File: config.mk
export PLATFORM = sky130hd
export DESIGN_NAME = axi_follower_resp_return
export DESIGN_NICKNAME = d
export VERILOG_FILES = /design/src/rtl/axi_follower_resp_return.sv
export SDC_FILE = /design/constraint.sdc
export NUM_CORES = 1
export LEC_CHECK = 0
export ABC_AREA = 1
export ABC_CLOCK_PERIOD_IN_PS = 8200
export BUFFER_PORTS_ARGS = -buffer_cell sky130_fd_sc_hd__buf_2
export CORE_ASPECT_RATIO = 0.9
export CORE_MARGIN = 8
export CORE_UTILIZATION = 35
export DETAILED_ROUTE_END_ITERATION = 8
export PLACE_DENSITY_LB_ADDON = 0.25
export SLEW_MARGIN = 20
export SYNTH_ARGS = -nofsm -noshare
export SYNTH_HDL_FRONTEND = slang
export SYNTH_HIERARCHICAL = 1
export SYNTH_SLANG_ARGS = --single-unit
export TNS_END_PERCENT = 50
File: constraint.sdc
create_clock -name clk_wr -period 8.2 [get_ports clk_wr]
set_clock_uncertainty 0.05 [all_clocks]
set_input_delay 0.41 -clock clk_wr [delete_from_list [all_inputs] [get_ports clk_wr]]
set_output_delay 0.41 -clock clk_wr [all_outputs]
set_load 0.02 [all_outputs]
File: src/rtl/axi_follower_resp_return.sv
// rtl/axi_follower_resp_return.sv - follower B/R response return engine with credits and arbitration
//
// Buffers AXI write responses (B) and read beats (R) in separate FIFOs, meters
// each channel with a credit counter and round-robins eligible heads onto one
// registered, tagged return stream toward the AIB transmit path.
//
// Ports:
//   clk_wr, rst_wr_n              clock, asynchronous active-low reset
//   init_b/r_credit, credit_load  credit load values and load strobe
//   b_credit_ret, r_credit_ret    +1 credit return pulses
//   m_axi_b*, m_axi_r*            AXI B and R channels (follower master side)
//   tx_valid/tx_ready, tx_*       return stream; tx_type 0 = B, 1 = R
//   b_credit_cnt, r_credit_cnt    live credit counters
//   credit_ovf                    sticky credit overflow flag
//
// Optional feature: define RESP_BURST_LOCK_EN to keep the grant on R from a
// granted rlast=0 beat until its rlast=1 beat has been issued.

module axi_follower_resp_fifo #(
   parameter int WIDTH = 8,
   parameter int DEPTH = 4
) (
   input  logic             clk,
   input  logic             rst_n,
   input  logic             push,
   input  logic [WIDTH-1:0] push_data,
   input  logic             pop,
   output logic [WIDTH-1:0] head,
   output logic             full,
   output logic             empty
);
   localparam int AW = $clog2(DEPTH);

   logic [WIDTH-1:0] mem [DEPTH];
   logic [AW-1:0]    wr_ptr;
   logic [AW-1:0]    rd_ptr;
   logic [AW:0]      count;

   assign full  = (count == (AW+1)'(DEPTH));
   assign empty = (count == '0);
   assign head  = mem[rd_ptr];

   // Storage is not reset; only the pointers define what is valid.
   always_ff @(posedge clk) begin
      if (push) mem[wr_ptr] <= push_data;
   end

   always_ff @(posedge clk or negedge rst_n) begin
      if (!rst_n) begin
         wr_ptr <= '0;
         rd_ptr <= '0;
         count  <= '0;
      end else begin
         if (push) wr_ptr <= wr_ptr + AW'(1);
         if (pop)  rd_ptr <= rd_ptr + AW'(1);
         if (push && !pop)      count <= count + (AW+1)'(1);
         else if (pop && !push) count <= count - (AW+1)'(1);
      end
   end
endmodule

module axi_follower_resp_credit #(
   parameter int W = 8
) (
   input  logic         clk,
   input  logic         rst_n,
   input  logic         load,
   input  logic [W-1:0] init,
   input  logic         ret,
   input  logic         take,
   output logic [W-1:0] cnt,
   output logic         sat
);
   localparam logic [W-1:0] ONE = {{(W-1){1'b0}}, 1'b1};

   logic [W-1:0] cnt_nxt;

   // A lone return at all-ones is dropped and reported; return plus take cancel.
   assign sat = !load && ret && !take && (cnt == '1);

   always_comb begin
      cnt_nxt = cnt;
      if (load)                  cnt_nxt = init;
      else if (ret && !take)     cnt_nxt = (cnt == '1) ? cnt : cnt + ONE;
      else if (take && !ret)     cnt_nxt = cnt - ONE;
   end

   always_ff @(posedge clk or negedge rst_n) begin
      if (!rst_n) cnt <= '0;
      else        cnt <= cnt_nxt;
   end
endmodule

module axi_follower_resp_return #(
   parameter int DWIDTH   = 128,
   parameter int IDWIDTH  = 4,
   parameter int BDEPTH   = 4,
   parameter int RDEPTH   = 8,
   parameter int CREDIT_W = 8
) (
   input  logic                clk_wr,
   input  logic                rst_wr_n,
   input  logic [CREDIT_W-1:0] init_b_credit,
   input  logic [CREDIT_W-1:0] init_r_credit,
   input  logic                credit_load,
   input  logic                b_credit_ret,
   input  logic                r_credit_ret,
   input  logic [IDWIDTH-1:0]  m_axi_bid,
   input  logic [1:0]          m_axi_bresp,
   input  logic                m_axi_bvalid,
   output logic                m_axi_bready,
   input  logic [IDWIDTH-1:0]  m_axi_rid,
   input  logic [DWIDTH-1:0]   m_axi_rdata,
   input  logic [1:0]          m_axi_rresp,
   input  logic                m_axi_rlast,
   input  logic                m_axi_rvalid,
   output logic                m_axi_rready,
   output logic                tx_valid,
   input  logic                tx_ready,
   output logic                tx_type,
   output logic [IDWIDTH-1:0]  tx_id,
   output logic [1:0]          tx_resp,
   output logic                tx_last,
   output logic [DWIDTH-1:0]   tx_data,
   output logic [CREDIT_W-1:0] b_credit_cnt,
   output logic [CREDIT_W-1:0] r_credit_cnt,
   output logic                credit_ovf
);
   localparam int BW = IDWIDTH + 2;
   localparam int RW = IDWIDTH + DWIDTH + 3;

   logic [BW-1:0] b_head;
   logic [RW-1:0] r_head;
   logic          b_full, b_empty, r_full, r_empty;
   logic          b_elig, r_elig, issue_ok;
   logic          grant_b, grant_r;
   logic          last_grant_r;
   logic          lock_active;
   logic          b_sat, r_sat;

   assign m_axi_bready = !b_full;
   assign m_axi_rready = !r_full;

   axi_follower_resp_fifo #(.WIDTH(BW), .DEPTH(BDEPTH)) u_b_fifo (
      .clk(clk_wr), .rst_n(rst_wr_n),
      .push(m_axi_bvalid && !b_full), .push_data({m_axi_bid, m_axi_bresp}),
      .pop(grant_b), .head(b_head), .full(b_full), .empty(b_empty)
   );

   axi_follower_resp_fifo #(.WIDTH(RW), .DEPTH(RDEPTH)) u_r_fifo (
      .clk(clk_wr), .rst_n(rst_wr_n),
      .push(m_axi_rvalid && !r_full),
      .push_data({m_axi_rid, m_axi_rdata, m_axi_rresp, m_axi_rlast}),
      .pop(grant_r), .head(r_head), .full(r_full), .empty(r_empty)
   );

   axi_follower_resp_credit #(.W(CREDIT_W)) u_b_credit (
      .clk(clk_wr), .rst_n(rst_wr_n), .load(credit_load), .init(init_b_credit),
      .ret(b_credit_ret), .take(grant_b), .cnt(b_credit_cnt), .sat(b_sat)
   );

   axi_follower_resp_credit #(.W(CREDIT_W)) u_r_credit (
      .clk(clk_wr), .rst_n(rst_wr_n), .load(credit_load), .init(init_r_credit),
      .ret(r_credit_ret), .take(grant_r), .cnt(r_credit_cnt), .sat(r_sat)
   );

   assign b_elig   = !b_empty && (b_credit_cnt != '0);
   assign r_elig   = !r_empty && (r_credit_cnt != '0);
   assign issue_ok = (!tx_valid || tx_ready) && !credit_load;

`ifdef RESP_BURST_LOCK_EN
   logic r_lock;

   // Lock follows the last granted R beat: open burst sets it, rlast clears it.
   always_ff @(posedge clk_wr or negedge rst_wr_n) begin
      if (!rst_wr_n)    r_lock <= 1'b0;
      else if (grant_r) r_lock <= !r_head[0];
   end
   assign lock_active = r_lock;
`else
   assign lock_active = 1'b0;
`endif

   // Round-robin: on a tie the channel not granted last time wins.
   always_comb begin
      grant_b = 1'b0;
      grant_r = 1'b0;
      if (issue_ok) begin
         if (lock_active) begin
            grant_r = r_elig;
         end else if (b_elig && r_elig) begin
            grant_b = last_grant_r;
            grant_r = !last_grant_r;
         end else begin
            grant_b = b_elig;
            grant_r = r_elig;
         end
      end
   end

   always_ff @(posedge clk_wr or negedge rst_wr_n) begin
      if (!rst_wr_n) begin
         tx_valid     <= 1'b0;
         tx_type      <= 1'b0;
         tx_id        <= '0;
         tx_resp      <= '0;
         tx_last      <= 1'b0;
         tx_data      <= '0;
         last_grant_r <= 1'b1;
         credit_ovf   <= 1'b0;
      end else begin
         credit_ovf <= credit_ovf | b_sat | r_sat;
         if (grant_b) begin
            tx_valid     <= 1'b1;
            tx_type      <= 1'b0;
            tx_id        <= b_head[BW-1:2];
            tx_resp      <= b_head[1:0];
            tx_last      <= 1'b1;
            tx_data      <= '0;
            last_grant_r <= 1'b0;
         end else if (grant_r) begin
            tx_valid     <= 1'b1;
            tx_type      <= 1'b1;
            tx_id        <= r_head[RW-1 -: IDWIDTH];
            tx_data      <= r_head[DWIDTH+2:3];
            tx_resp      <= r_head[2:1];
            tx_last      <= r_head[0];
            last_grant_r <= 1'b1;
         end else if (tx_ready) begin
            tx_valid <= 1'b0;
         end
      end
   end
endmodule

Word level (Yosys, flattened, before mapping)
Memories as Yosys holds them, arrays and structs flattened. Index checks and enable logic that the tools add are counted.

Memories: 2. RAM bits: 1104. Memory bits (read-only): 0. Flip-flop bits (word level): 172. Input bits: 165. Output and inout port bits: 156. Word-level logic and storage cells: 117. Bits in latches: 0.

Memory list: u_r_fifo.mem (words 8, bits a word 135, rd ports 1, clocked after memory_dff 0, write ports 1, line 34) `logic [WIDTH-1:0] mem [DEPTH];`; u_b_fifo.mem (words 4, bits a word 6, rd ports 1, clocked after memory_dff 0, write ports 1, line 34).

Muxes and demuxes: 33. Shifts and indexed selects: 0. Multiply operators: 0. Equal/unequal tests: 6. Bitwise logic cells: 2. Reductions and logical operators: 46. Divide/modulo/power cells: 0. Add/subtract/negate cells: 12. Magnitude comparators: 0.

Operators by type and width (number): 2-to-1 mux 128 bit (2); 2-to-1 mux 8 bit (8); logical AND 1 bit (20); adder 8 x 1 -> 8 bit (second input constant) (2); == test 8 bit (second input constant) (2); 2-to-1 mux 4 bit (4); nonzero test 8 bit (2); subtractor 8 x 1 -> 8 bit (second input constant) (2); 2-to-1 mux 1 bit (15); zero test 1 bit (13); adder 3 x 1 -> 3 bit (second input constant) (3); nonzero test 3 bit (3); 2-to-1 mux 3 bit (2); inequality test 3 bit (second input constant) (2); nonzero test 2 bit (3); adder 2 x 1 -> 2 bit (second input constant) (2); adder 4 x 1 -> 4 bit (second input constant) (1); == test 4 bit (second input constant) (1); zero test 4 bit (1); 2-to-1 mux 2 bit (2); AND reduction 2 bit (2); subtractor 4 x 1 -> 4 bit (second input constant) (1); == test 3 bit (second input constant) (1); zero test 3 bit (1); 3 further kinds (4).

Logic depth before layout (Yosys ltp)
Depth after elaboration: 11. Mapped depth: 20. Mapped depth without buffers: 19.

Cells and area by module
Netlist, hierarchy kept.

Modules (own cells, without submodules): axi_follower_resp_fifo at u_r_fifo (sequential area each 32681.3 µm², area each 46796.1 µm², times used 1, cells an instance 4737); axi_follower_resp_return (sequential area each 3479.6 µm², area each 5585.4 µm², times used 1, cells an instance 640); axi_follower_resp_credit (sequential area each 200.2 µm², area each 795.8 µm², times used 2, cells an instance 123); axi_follower_resp_fifo at u_b_fifo (sequential area each 895.9 µm², area each 1382.6 µm², times used 1, cells an instance 117).

Least setup slack after synthesis
Ideal clock, no wire load.

Kind: register -> register. Start point: register u_r_fifo.count[3]. End point: memory u_r_fifo/mem[0][0] in the netlist's numbering, enable pin. Arrival: 6774 ps. Buffers on the path: 0. Required time: 7519 ps. Setup slack: 746 ps. Period minus slack after synthesis: 7454 ps. Stages on the path, launching flop included: 7. Library setup time: 631 ps. Path through: dfrtp_1 > inv_1 > nor4_1 > nor2_1 > inv_1 > or2_2 > nor2_1.

Word-level cells in the longest chain between the ends: 5.

RTL lines: from (decl) (line 37) `logic [AW:0] count;`; from (signal assigned) (line 56) `if (push && !pop) count <= count + (AW+1)'(1);`; from (signal assigned) (line 57) `else if (pop && !push) count <= count - (AW+1)'(1);`; == test 4 bit (line 39) `assign full = (count == (AW+1)'(DEPTH));`; net r_full (line 134) `logic b_full, b_empty, r_full, r_empty;`; zero test 1 bit (line 152) `.push(m_axi_rvalid && !r_full),`; logical AND 1 bit (line 152); 2-to-1 mux 1 bit (line 45) `if (push) mem[wr_ptr] <= push_data;`; 2-to-1 mux 1 bit (implied by the code) (line 45); to (decl) (line 34).

The timed path passes the listed nets, and every way through them passes these cells.

Worst setup path after layout
Start point: register u_r_fifo.count[0]. End point: memory u_r_fifo/mem[3][83] in the netlist's numbering, enable pin.

Same word-level chain as after synthesis.

==> results.yml <==
setup_path:
  slowest_stage: "nor2_4"
  path_class: "flip-flop to flip-flop"
  startpoint: "u_r_fifo/count[0]"
  cp_max_fo: 41
  endpoint_kind: "flip-flop"
  regToRegStartpoint: "u_r_fifo/count[0]"
  r2r_setup_slack_ns: 4.63
  cpMostUsedCell: "buf_4"
  r2r_end: "u_r_fifo/mem[3][83]"
  crit_chain: "nor4_1 > nor2_1 > nand2_1 > nor2_4 > buf_4 > buf_4"
  worstRegToRegCells: 6
  cp_slowest_stage_delay_ns: 0.67
  cp.required_ns: 8.56
  worstPathArrival_ns: 3.93
  endpoint: "u_r_fifo/mem[3][83]"
  start_kind: "flip-flop"
die:
  start_util: 0.352
  ios: 321
  die_width_um: 435
  fp-row-count: 138
  die_h_um: 393
  core-area_sq_um: 157000
  die_area_sq_um: 171000
final_layout:
  regArea_sq_um: 37500
  design.final.nets: 6368
  drive_gt1_frac: 0.100
  multiInputGateArea_sq_um: 14200
  instances_no_fill: 8411
  syn2layout_area_growth_pct: 17.8
  fillers: 15200
placement:
  place_ws_ns: 4.55
  dp.cells: 7963
  dp_hpwl_um: 74300
  place.gp.congestion: 0.768
  numPortBuffers: 320
synthesis:
  ys_types: 39
  synthCells: 5740
  synth.most_common_cell: "nand2_1"
  synth_fp_nets: 5933
  synth-main-ff-cell: "edfxtp_1"
  synth_area_sq_um: 55400
  yosysTopAreaCell: "edfxtp_1"
  synthTopCellsByCount: "2309 x nand2_1, 1122 x nor2_1, 1104 x edfxtp_1"
  yosysSeqAreaShare: 0.677
  synth_area_per_cell_sq_um: 9.64
  async_flop_share: 0.135
  synth_top_area_share: 0.599
  yosysWarningCount: 6
  synth_seq_cells: 1276
  synth_area_leaders: "edfxtp_1 60%, nand2_1 16%, dfrtp_1 7.7%, nor2_1 7.6%, inv_1 4.2%"
  synth_edf_count: 1104
clock_tree:
  htree_levels: 4
  cts_tree: "built"
  clk_pin_slew_ns: 0.06
  cts_root_buf: "clkbuf_16"
  cts_setup_buffers: 0
  cts-buffers-inserted: 144
  clock_sinks: 1276
  clock_latency_ns: 0.79
  clock_path_buffers: 3
timing:
  finalSetupViolCount: 0
  slew_headroom: 0.275
  slew_violations: 0
  rsz0062_at_grt: "false"
  hold_ws_ns: 0.0798
  finalSetupTns_ns: 0
  fmax_ghz: 0.280
  tightest_slew_ns: 1.09
  finalHoldViolations: 0
  min_period_ns: 3.57
  timing.final.crit_share: 0.436
  layout_setup_ws_ns: 4.63
pwr:
  peakVddDrop_uv: 248
  p_per_area_nw_per_um2: 353
  clkPwrFrac: 0.281
  internal_power_mw: 14.3
  p_leak_nw: 29.1
  power_frac_comb: 0.337
  seq_power_share: 0.381
  power.total_mw: 23.0
  swShare: 0.379
  switching_power_mw: 8.73
global_route:
  grt_max_degree: 215
  grt_pass1_wl_um: 213000
  grt_pass1_vias: 35600
  grt.overflow.total: 0
  grt_usage: 0.158
  antenna_found_initial: 19
detailed_routing:
  drtIter0Drc: 2478
  vias_per_cell: 4.40
  drtAntennaViolNets: 0
  totalWireLength_um: 138000
  drc_errors: 0
  dr_total_vias: 37000
  wl_per_cell_um: 16.5
  firstDrtPassIters: 5
run_status:
  status: "finished, final reports clean"
hold_path:
  hold_class: "input port to flip-flop"
run:
  maxCapViolations: 0
## flip-flops by register name, summed over array words and instances, names as in the netlist, 2 cells and up
name             flops
u_r_fifo/rd_ptr      3
u_r_fifo/mem      1080
u_r_fifo/count       4
u_b_fifo/mem        24
u_r_fifo/wr_ptr      3
u_b_fifo/wr_ptr      2
tx_id                4
u_b_credit/cnt       8
u_r_credit/cnt       8
u_b_fifo/rd_ptr      2
u_b_fifo/count       3
tx_resp              2
tx_data            128
## cell type report
| cell class | count | area share |
|---|---|---|
| antenna | 16 | 0.000614 |
| clock buffer | 187 | 0.0599 |
| clock inverter | 79 | 0.0132 |
| inverter | 630 | 0.0368 |
| multi-input combinational | 3592 | 0.217 |
| sequential | 1276 | 0.575 |
| tap | 2100 | 0.0403 |
| timing repair buffer | 531 | 0.0570 |
## per-stage QoR
stage	area, sq um	utilization
floorplan	55400	-
global placement	58700	0.374
detailed placement	58700	0.374
CTS	65200	0.415
global route	65200	0.415
finish	65200	0.415
## placed cells by master (no fill, tap or decap), types with 7 or more instances in the layout
cell | netlist | routed
nand2_1 | 2309 | 2309
nor2_1 | 1122 | 1114
edfxtp_1 | 1104 | 1104
inv_1 | 613 | 613
buf_2 | 132 | 319
dfrtp_1 | 171 | 168
dlygate4sd3_1 | 0 | 166
clkbuf_16 | 0 | 146
nand3_1 | 45 | 45
buf_4 | 53 | 36
clkbuf_1 | 17 | 31
clkinv_1 | 0 | 25
ha_1 | 24 | 24
clkinv_2 | 0 | 21
diode_2 | 0 | 16
bufinv_16 | 0 | 12
o211ai_1 | 12 | 12
inv_2 | 15 | 11
clkbuf_8 | 0 | 10
nor2_4 | 2 | 10
nor2_2 | 9 | 9
inv_6 | 0 | 8
o21ai_0 | 8 | 8
buf_12 | 0 | 8
a31oi_1 | 8 | 8
nand3b_1 | 7 | 7
## metal layers
metal	global-route usage	vias to the layer above	wire length, um
li1	-	18700	-
met1	0.211	17400	63700
met2	0.263	620	65400
met3	0.0304	231	5940
met4	0.0482	10	3320
met5	0	-	53
## logic make-up (layout without fill, tap and decap cells)
group,after synthesis,count (layout),synth area share
xor+xnor,9,9,0.00142
compound gates,34,34,0.00391
simple gates,3521,3521,0.243
buf+inv,872,1427,0.0683
fa+ha+maj,28,28,0.00687
flops,1276,1276,0.677
other cells,0,16,0
## what timing repair did
item,in CTS,in global routing
gates resized for setup,0,0
hold endpoints to repair,1187,0
hold buffers,166,0
## critical path, delay by kind of cell, from the launching register on
family / cells / cell delay (ns)
and+or+nand+nor: 4 / 1.47
buffers and inverters: 2 / 1.11
DFF: 1 / 0.45
## power by group through the flow
stage               sequential, mW  clock (mW)  combinational [mW]
CTS                           8.79        6.68                7.92
global route                  8.88        6.91                8.90
detailed placement            8.91           0                7.82
global placement              8.89           0                7.74
floorplan                     9.16           0                5.47
finish                        8.77        6.47                7.76
## worst min path at each step
| stage | startpoint | endpoint | slack [ns] | cells past startpoint |
|---|---|---|---|---|
| after floorplan | rst_wr_n | credit_ovf | 0.06 | 0 |
| after global placement | rst_wr_n | tx_data[37] | 0.35 | 1 |
| after detailed placement | rst_wr_n | tx_data[37] | 0.35 | 1 |
| after CTS | credit_load | u_r_credit/cnt[1] | 0.001 | 3 |
| after global routing | credit_load | u_r_credit/cnt[4] | 0.05 | 3 |
| final | credit_load | u_r_credit/cnt[1] | 0.08 | 3 |
No activity file was read; power rests on OpenSTA's default activity.
